--- config.mk ---
export PLATFORM = sky130hd
export DESIGN_NAME = bmux_arbiter_4
export DESIGN_NICKNAME = d
export VERILOG_FILES = /design/src/rtl/bmux_arbiter_4.sv
export SDC_FILE = /design/constraint.sdc
export NUM_CORES = 1
export LEC_CHECK = 0
export ABC_CLOCK_PERIOD_IN_PS = 3000
export CORE_MARGIN = 2
export CORE_UTILIZATION = 40
export DETAILED_ROUTE_END_ITERATION = 6
export DONT_BUFFER_PORTS = 1
export HOLD_SLACK_MARGIN = 0.08
export PLACE_DENSITY = 0.5
export RECOVER_POWER = 25
export SYNTH_ARGS = -nofsm -noshare
export SYNTH_HDL_FRONTEND = slang
export SYNTH_SLANG_ARGS = --single-unit
--- constraint.sdc ---
create_clock -name clk -period 3 [get_ports clk]
set_input_delay 0.6 -clock clk [delete_from_list [all_inputs] [get_ports clk]]
set_output_delay 0.6 -clock clk [all_outputs]
set_load 0.02 [all_outputs]
--- src/rtl/bmux_arbiter_4.sv ---
// bmux_arbiter_4: round-robin arbiter driving a registered 4:1 mux onto a shared bus
// Ports:
//   clk       - system clock, rising edge
//   rst_n     - synchronous active-low reset
//   req       - per-requester request, held for the whole ownership period
//   in_0..3   - requester data
//   grant     - one-hot owner (registered)
//   sel       - encoded owner index (registered)
//   bus_out   - selected data, one cycle behind grant
//   bus_valid - bus_out carries owner data
//   timeout   - one-cycle pulse on forced rotation
module bmux_arbiter_4 #(
  parameter int DATA_W   = 10,
  parameter int MAX_HOLD = 15,
  parameter int CNT_W    = 4
) (
  input  logic              clk,
  input  logic              rst_n,
  input  logic [3:0]        req,
  input  logic [DATA_W-1:0] in_0,
  input  logic [DATA_W-1:0] in_1,
  input  logic [DATA_W-1:0] in_2,
  input  logic [DATA_W-1:0] in_3,
  output logic [3:0]        grant,
  output logic [1:0]        sel,
  output logic [DATA_W-1:0] bus_out,
  output logic              bus_valid,
  output logic              timeout
);
  typedef enum logic {IDLE, OWNED} state_t;
  localparam logic [CNT_W-1:0] LIM = CNT_W'(MAX_HOLD == 0 ? 0 : MAX_HOLD - 1);
  // with no hold limit the counter just saturates at all-ones
  localparam logic [CNT_W-1:0] SAT = MAX_HOLD == 0 ? {CNT_W{1'b1}} : CNT_W'(MAX_HOLD);
  state_t            r_state, w_nxt_state;
  logic [1:0]        r_sel, r_ptr, w_nxt_sel, w_off, w_pick;
  logic [CNT_W-1:0]  r_cnt, w_nxt_cnt;
  logic [3:0]        w_grant, w_others, w_rot;
  logic              w_any, w_own_req, w_expire, w_nxt_to;
  logic              r_timeout, r_valid;
  logic [DATA_W-1:0] r_bus, w_data;
  // Round-robin pick: rotate the candidate mask so bit 0 is (ptr+1), take the
  // lowest set bit. The owner sits at the last position and is masked out, so
  // the same search serves IDLE grants, releases and forced rotations.
  always_comb begin
    w_others  = req & ~w_grant;
    w_rot     = 4'({w_others, w_others} >> ({1'b0, r_ptr} + 3'd1));
    w_off     = w_rot[0] ? 2'd0 : w_rot[1] ? 2'd1 : w_rot[2] ? 2'd2 : 2'd3;
    w_pick    = r_ptr + 2'd1 + w_off;
    w_any     = |w_others;
    w_own_req = |(req & w_grant);
    // >= rather than == so a saturated counter still forces rotation later
    w_expire  = (MAX_HOLD != 0) && (r_cnt >= LIM);
  end
  always_comb begin
    w_nxt_state = r_state;
    w_nxt_sel   = r_sel;
    w_nxt_cnt   = r_cnt;
    w_nxt_to    = 1'b0;
    if (r_state == IDLE) begin
      if (w_any) begin
        w_nxt_state = OWNED;
        w_nxt_sel   = w_pick;
        w_nxt_cnt   = '0;
      end
    end else if (!w_own_req) begin
      // release has priority over expiry: direct handoff, no timeout pulse
      w_nxt_state = w_any ? OWNED : IDLE;
      w_nxt_sel   = w_any ? w_pick : r_sel;
      w_nxt_cnt   = '0;
    end else if (w_expire && w_any) begin
      w_nxt_sel = w_pick;
      w_nxt_cnt = '0;
      w_nxt_to  = 1'b1;
    end else begin
      w_nxt_cnt = (r_cnt >= SAT) ? r_cnt : r_cnt + 1'b1;
    end
  end
  always_ff @(posedge clk) begin
    if (!rst_n) begin
      r_state   <= IDLE;
      r_sel     <= 2'd0;
      r_ptr     <= 2'd3;
      r_cnt     <= '0;
      r_timeout <= 1'b0;
      r_bus     <= '0;
      r_valid   <= 1'b0;
    end else begin
      r_state   <= w_nxt_state;
      r_sel     <= w_nxt_sel;
      r_ptr     <= (w_nxt_state == OWNED) ? w_nxt_sel : r_ptr;
      r_cnt     <= w_nxt_cnt;
      r_timeout <= w_nxt_to;
      r_bus     <= |w_grant ? w_data : r_bus;
      r_valid   <= |w_grant;
    end
  end
  always_comb begin
    w_grant   = (r_state == OWNED) ? 4'b0001 << r_sel : 4'b0000;
    w_data    = r_sel == 2'd0 ? in_0 : r_sel == 2'd1 ? in_1 : r_sel == 2'd2 ? in_2 : in_3;
    grant     = w_grant;
    sel       = r_sel;
    bus_out   = r_bus;
    bus_valid = r_valid;
    timeout   = r_timeout;
  end
endmodule

==> metrics, run 1 <==
unrepaired setup endpoints after global routing=false; via count=1256; fin cells=204; Rel. slew slack=56.8%; Initial Util=40.7%; Clock Sinks=21; mux share of post-synthesis cell area=24.9%; largest net degree at the start of global routing=16; Slowest cell on crit path=dfxtp_1; vias per cell=6.16; share of cells above drive strength 1=12.2%; Avg Inst Size Synth=9.24 um^2; final setup fails=0; DRT Wirelength=3.46 mm; Synth Area in XOR/XNOR=0%; I/O pins=64; die extent in y=64.6 um; Netlist cell types=46; initial antenna violation count=0; Critical path buffers and inverters=1; crit path capture type=register; Routed Antenna Nets=0; final hold viol count=0; CP Launch Type=register; Filler Cells Inserted=380; HP Class=in -> reg; critical-path maximum fanout=12; CP Data Arrival Time=2.65 ns; detail-routed net length per standard cell=17.0 um; Setup Buffers After CTS=0; maximum vdd drop=0.371 mV; Max-cap violations=0; main flop type after synthesis=dfxtp_1; CTS resizes=0; Leakage=0.000598 uW; Area after DPL=1510 um^2; CTS tree=built; synth warn=0; clk root buf=clkbuf_8; maximum clock insertion buffer count=2; synthesis-stage register bit count=21; CP max stage delay=0.53 ns; Synth Instances=159; cell type with the largest total area after synthesis=dfxtp_1; placed cells=200; cts hold-fix bufs=0; fin area=1550 um^2; Final Skew=0.00653 ns; Skew-Pair Late Insertion Delay=0.26 ns; DP HPWL=2.66 mm; Layout Nets=206; Syn-to-layout area delta=5.79%; CP Class=reg -> reg; die width=64.6 um; Final period util=82.0%; first-pass GRT wire length=5.92 mm; Worst Tran Pin Value=0.632 ns; post-synth top area share=28.6%; die area=4170 um^2; DR iter-0 viols=80; Clock Pin Slew Worst Setup and Hold Paths=0.07 ns; all-layer global routing usage=18.3%; # diodes=0; Pwr per Cell Area=829 nW/um^2; max-slew violations=0; sequential fraction of the synthesis area=28.6%; DRT Pass-1 Iters=4; adder-cell share of the synthesized area=2.56%; CTS H-Tree Depth=1; Buffers on Ports=0; post-synthesis simple-gate area fraction=21.6%; synthesized cell area=1470 um^2; row count=22; Synth area leaders=dfxtp_1 29%, mux4_2 15%, mux2i_1 9.5%; Placer Congestion=0.815; syn nets=208; setup_tns=0 ns; Post-synth EDFFs=0; Layout Utilization=43.1%; status=finished, final reports clean; TritonCTS Buffers=3; Critical Path RT=3.18 ns; drc violations=0; number of global-route vias before repair=1226; maximum clock frequency=406 MHz; main combinational cell family by area after synthesis=multiplexers; Synth Area in Compound Gates=17.3%; asr flop ratio synth=0%; crit path cell chain=clkbuf_1, and3_1, o2111ai_1, a21boi_0, nor2_1, ha_1, a211o_1, a31oi_1; gr ovfl total=0; Power, Total=1290 uW; Core Area=3610 um^2; Top delay family on crit path=compound AO/OA/AOI/OAI gates; post-route minimum period=2.46 ns
-- final cells by class --
cell class / count / area, um^2 / share of cell area (%)
inverter: 7 / 26.3 / 1.69
multi-input combinational: 120 / 975 / 62.7
clock buffer: 3 / 41.3 / 2.66
tap: 48 / 60.1 / 3.86
timing repair buffer: 4 / 26.3 / 1.69
clock inverter: 1 / 5.00 / 0.322
sequential: 21 / 420 / 27.1
-- path summary, 6_finish.rpt --
check                               from  endpoint  slack (ns)  cells after the start
worst max-delay path             r_state    sel[1]        0.54                      8
worst min-delay path               rst_n  r_ptr[0]        0.44                      1
worst max register to register   r_state    sel[1]        0.54                      8
worst min register to register  r_cnt[0]  r_cnt[0]        0.52                      2
-- report_power, final --
part           internal [uW]  switching [uW]  total (uW)  leakage (uW)
Combinational            302             308         610      0.000399
Clock                   92.4            88.5         181     0.0000255
Sequential               341             156         496      0.000173
Total                    735             552        1290      0.000598
-- layout by cell type, fill, tap and decap left out, types with 2 or more instances in the layout --
cell | Yosys | final
dfxtp_1 | 21 | 21
nor2_1 | 18 | 18
mux2i_1 | 14 | 14
mux4_2 | 10 | 10
nand2_1 | 9 | 9
nand3_1 | 9 | 9
inv_1 | 7 | 7
nor3_1 | 4 | 4
nand3b_1 | 3 | 3
o211ai_1 | 3 | 3
o22ai_1 | 3 | 3
a31oi_1 | 3 | 3
a21oi_1 | 3 | 3
ha_1 | 3 | 3
clkbuf_8 | 0 | 3
buf_4 | 0 | 3
and3_1 | 2 | 2
o2111ai_1 | 2 | 2
a21boi_0 | 2 | 2
o21ai_0 | 2 | 2
nand4b_1 | 2 | 2
and2_1 | 2 | 2
a211oi_1 | 2 | 2
and4bb_1 | 2 | 2
a22oi_1 | 2 | 2
-- Yosys cell counts (all sizes together) (4+ instances only) --
cell type and count:
nand2 9, nand3 9, nor2 18, buf 6, dfxtp 21, mux4 10
clkbuf 5, inv 7, nor3 4, mux2i 14
-- through the flow --
| stage | hold slack [ns] | setup WS (ns) |
|---|---|---|
| 2_1_floorplan | 0.477 | 0.941 |
| 3_3_place_gp | 0.501 | 0.755 |
| 3_5_place_dp | 0.514 | 0.699 |
| 4_1_cts | 0.431 | 0.681 |
| 5_1_grt | 0.436 | 0.296 |
| 6_report | 0.439 | 0.539 |
-- layer usage --
metal  share of wire (%)  wire length (um)  up-vias  GRT usage, %
li1                    -                 -      601             -
met1                  44              1520      608          23.5
met2                  47              1620       43          28.9
met3                 8.2               285        4          5.90
met4                 1.3                44        0          6.38
met5                   0                 0        -             0
-- cells by family (layout without fill, tap and decap cells) --
logic type      count (synthesis)  after routing
simple gates                   59             59
mux                            24             24
compound gates                 34             34
buf+inv                        18             15
flops                          21             21
fa+ha+maj                       3              3
-- sequential cells by signal, summed over array words and instances, names as in the netlist --
register and flops:
r_state 1, r_cnt 4, sel 2, timeout 1, bus_valid 1, r_ptr 2
bus_out 10
No activity file was read; power rests on OpenSTA's default activity.
==> inputs of run 2 (changes only) <==
- ABC_AREA: unset -> 1
- ABC_CLOCK_PERIOD_IN_PS: 3000 -> 1990
- PLACE_DENSITY: 0.5 -> 0.52
- clock period: 3 -> 1.99 ns (I/O delays scaled with it)
==> metrics, run 2 <==
status=finished, final reports clean; HP Class=in -> reg; top-count cell post-synth=nand2_1; initial antenna violation count=0; Skew-Pair Late Insertion Delay=0.30 ns; detail-routed net length per standard cell=13.4 um; final setup fails=0; asr flop ratio synth=0%; Pwr per Cell Area=1200 nW/um^2; maximum clock insertion buffer count=2; Setup Buffers After CTS=0; row count=21; Critical Path RT=2.19 ns; critical-path maximum fanout=12; CP Launch Type=register; commonest cells after routing, fill and taps aside=47 x nand2_1, 34 x nand3_1, 24 x a21oi_1; CP max stage delay=0.48 ns; Final period util=90.4%; CTS resizes=0; number of global-route vias before repair=1387; unrepaired setup endpoints after global routing=false; CP Data Arrival Time=2.00 ns; Rel. slew slack=59.3%; gr ovfl total=0; drc violations=0; maximum clock frequency=556 MHz; Slowest cell on crit path=dfxtp_1; Buffers on Ports=0; DR iter-0 viols=58; top cells by count, synth=47 x nand2_1, 34 x nand3_1, 24 x a21oi_1, 21 x dfxtp_1, 15 x inv_1; final hold viol count=0; post-synth top area share=30.1%; synthesized cell area=1400 um^2; Core Area=3340 um^2; Post-synth EDFFs=0; Power, Total=1820 uW; post-route minimum period=1.80 ns; DRT Wirelength=3.59 mm; Leakage=0.000684 uW; reg-to-reg slack, setup=0.19 ns; max-slew violations=0; Synth area leaders=dfxtp_1 30%, nand2_1 13%, nand3_1 12%; worst reg-to-reg path cell count=6; Clock Sinks=21; all-layer global routing usage=18.2%; Crit Reg-Reg Endpoint=r_cnt[1]; Max-cap violations=0; # diodes=0; Clock Pin Slew Worst Setup and Hold Paths=0.12 ns; first-pass GRT wire length=5.99 mm; Layout Nets=271; Synth Instances=216; crit path cell chain=clkbuf_1, inv_1, nand2_1, nand2_4, o21ai_0, nor2_1; Initial Util=41.9%; TritonCTS Buffers=3; share of cells above drive strength 1=14.5%; DRT Pass-1 Iters=4; synth warn=0; syn nets=265; Worst Tran Pin Value=0.609 ns; synthesis-stage register bit count=21; Avg Inst Size Synth=6.47 um^2; hold_ws=0.187 ns; die extent in y=63.1 um; die width=63.1 um; Routed Antenna Nets=0; cts hold-fix bufs=0; Placer Congestion=0.808; main flop type after synthesis=dfxtp_1; clk root buf=clkbuf_4; Final Skew=0.00475 ns; vias per cell=5.34; max reg flops=10; die area=3980 um^2; DP HPWL=2.90 mm; CTS tree=built; setup_tns=0 ns; Netlist cell types=26; CP startpoint=r_state; I/O pins=64; cell type with the largest total area after synthesis=dfxtp_1; crit path capture=r_cnt[1]; Syn-to-layout area delta=8.77%; RR Startpoint=r_state; sequential fraction of the synthesis area=30.1%; crit path capture type=register; CTS H-Tree Depth=1; most common cell after layout, fill and taps aside=nand2_1; via count=1427; CP Class=reg -> reg; largest net degree at the start of global routing=21; maximum vdd drop=0.474 mV
## run 2: cell types whose count changed in the layout (fill, tap and decap cells not counted), moves of 6 or more
| cell | change |
|---|---|
| nand3_1 | +25 |
| mux2i_1 | -14 |
| a21oi_1 | +21 |
| mux4_2 | -10 |
| o211ai_1 | +7 |
| o21ai_0 | +10 |
| buf_4 | +6 |
| nand2_1 | +38 |
| nor2_1 | -7 |
| inv_1 | +8 |
## run 2: stage by stage
| stage | worst slack (ns) | utilization (%) | instances | area, um^2 |
|---|---|---|---|---|
| finish | 0.192 | 45.6 | 267 | 1520 |
| global placement | 0.167 | 44.8 | 263 | 1500 |
| CTS | 0.117 | 45.6 | 267 | 1520 |
| detailed placement | 0.142 | 44.8 | 263 | 1500 |
| global route | 0.0352 | 45.6 | 267 | 1520 |
| floorplan | 0.166 | - | 216 | 1400 |
## run 2: kinds of logic after synthesis
kind of cell    count (synthesis)  synth area share, %
simple gates                  111                 38.0
compound gates                 49                 19.9
buf+inv                        30                 8.15
flops                          21                 30.1
fa+ha+maj                       3                 2.69
xor+xnor                        2                 1.25
## run 2: report_power, final
group	internal (uW)	leakage (uW)	switching, uW
logic	359	0.000495	597
registers	509	0.000174	150
clock network	77.9	0.0000150	126
## run 2: critical path, delay by kind of cell, from the launching register on
kind / cells / cell delay, ns
AO/OA/AOI/OAI: 1 / 0.15
buffers and inverters: 2 / 0.75
flip-flops: 1 / 0.48
AND/OR/NAND/NOR: 3 / 0.33
## run 2: worst min-delay path by stage
stage / start / endpoint / slack [ns] / cells after the start
3_5_place_dp: r_cnt[3] / r_cnt[3] / 0.48 / 2
4_1_cts: rst_n / r_ptr[0] / 0.18 / 1
3_3_place_gp: rst_n / r_ptr[0] / 0.49 / 1
2_1_floorplan: r_cnt[3] / r_cnt[3] / 0.47 / 2
6_report: rst_n / r_ptr[0] / 0.19 / 1
5_1_grt: rst_n / r_ptr[0] / 0.18 / 1
## run 2: final cells by class
cell class / count / area (um^2)
multi-input combinational: 165 / 863
sequential: 21 / 423
timing repair buffer: 10 / 71.3
tap: 46 / 57.6
fill: 361 / 1820
inverter: 21 / 78.8
clock buffer: 4 / 26.3
## run 2: routing by layer
metal  global-route usage [%]  vias up  wire, um  part of all wire, %
li1                         -      738         -                    -
met1                     21.0      625      1550                   43
met2                     33.9       62      1710                   48
met3                     4.11        2       314                  8.7
met4                     4.17        0        18                 0.50
met5                        0        -         0                    0
==> inputs of run 3 (changes only) <==
- CORE_MARGIN: 2 -> unset
- PLACE_DENSITY: 0.52 -> 0.66
==> metrics, run 3 (synthesis results as in run 2) <==
reported net switching power=900 uW; HP Class=in -> reg; Clock Sinks=21; DRT Pass-1 Iters=4; status=finished, final reports clean; largest net degree at the start of global routing=17; power share of the clock group=11.2%; Max-cap violations=0; TritonCTS Buffers=3; combinational share of power=53.0%; vias per cell=5.39; Initial Util=41.9%; drc violations=0; post-route minimum period=1.79 ns; Buffers on Ports=0; final setup fails=0; DR iter-0 viols=34; DRT Wirelength=3.49 mm; Setup Slack @ Placement=0.112 ns; via count=1438; clk root buf=clkbuf_4; Top delay family on crit path=simple AND/OR/NAND/NOR gates; switch share=48.5%; Syn-to-layout area delta=9.85%; gr ovfl total=0; max reg flops=10; Final period util=89.9%; Layout Nets=271; critical-path maximum fanout=7; Top cell by count, worst path=nand2_1; share of cells above drive strength 1=16.3%; maximum vdd drop=0.471 mV; max-slew violations=0; Routed Antenna Nets=0; setup_tns=0 ns; Leakage=0.000687 uW; Worst Tran Pin Value=0.452 ns; first-pass GRT wire length=5.49 mm; die area=3730 um^2; placed cells=263; most common cell after layout, fill and taps aside=nand2_1; CTS H-Tree Depth=1; Critical path buffers and inverters=1; Clock Pin Slew Worst Setup and Hold Paths=0.12 ns; Placer Congestion=0.850; maximum clock insertion buffer count=2; all-layer global routing usage=19.7%; CP Class=reg -> reg; CP Data Arrival Time=2.01 ns; DP HPWL=2.73 mm; Area after DPL=1500 um^2; final hold viol count=0; Pwr per Cell Area=1210 nW/um^2; Core Area=3340 um^2; maximum clock frequency=559 MHz; crit path capture type=register; final setup margin=0.201 ns; Critical Path RT=2.21 ns; number of global-route vias before repair=1306; Sequential Power Share=35.8%; CP max stage delay=0.42 ns; die extent in y=61.1 um; die width=61.1 um; row count=21; I/O pins=64; unrepaired setup endpoints after global routing=false; Rel. slew slack=69.8%; # diodes=0; fin cells=267; detail-routed net length per standard cell=13.1 um; Final Skew=0.00978 ns; crit path cell chain=nor2_2, nand2_2, nand2_1, nand2_1, nand2_1, a21oi_1, nor2_1, a31oi_1, ha_1, inv_1, nand3_1, nand3_1, nand3_1, nand2_1; CTS tree=built; internal cell power=957 uW; fin area=1540 um^2; Slowest cell on crit path=dfxtp_4; initial antenna violation count=0; CP Launch Type=register; Skew-Pair Late Insertion Delay=0.31 ns; hold_ws=0.169 ns; commonest cells after routing, fill and taps aside=47 x nand2_1, 33 x nand3_1, 24 x a21oi_1
run 3: changes by cell type in the layout (fill, tap and decap cells not counted):
cell,change
nand3_1,-1
buf_4,+1
inv_2,+1
clkbuf_1,-1
dfxtp_4,+2
dfxtp_2,-1
inv_1,-1
nand3_2,+1
dfxtp_1,-1
run 3: routing by layer:
layer	part of all wire, %	global-route usage, %	wire (um)
met1	44	23.8	1530
met5	0	0	0
met2	48	34.8	1670
met3	7.1	5.04	247
met4	1.2	4.87	41
run 3: final timing paths:
check                           depth (start not counted)  slack [ns]  startpoint        to
worst max-delay path                                   14        0.20      sel[0]  r_ptr[1]
worst min-delay path                                    1        0.17       rst_n  r_ptr[0]
worst max register to register                         14        0.20      sel[0]  r_ptr[1]
worst min register to register                          2        0.50    r_cnt[3]  r_cnt[3]
run 3: layout make-up:
| type | count | area [um^2] |
|---|---|---|
| repair buffers | 10 | 75.1 |
| multi-input cells | 165 | 868 |
| clock buffers | 4 | 26.3 |
| fillers | 350 | 1800 |
| well taps | 46 | 57.6 |
| flip-flops and latches | 21 | 429 |
| inverters | 21 | 78.8 |
run 3: power by group through the flow:
stage               sequential (uW)  combinational [uW]  clock, uW
floorplan                       659                 722          0
global placement                663                 970          0
detailed placement              661                 976          0
CTS                             653                 979        213
global route                    679                1110        237
finish                          665                 984        209
run 3: per-stage QoR:
step	power (uW)	utilization, %
detailed placement	1640	44.8
CTS	1840	45.6
global placement	1630	44.8
floorplan	1380	-
global route	2030	46.0
finish	1860	46.0
run 3: timing repair:
action,in CTS,in global routing
gates resized for setup,0,7
endpoints found under the setup margin,0,4
hold buffers,0,0
buffers inserted,0,0
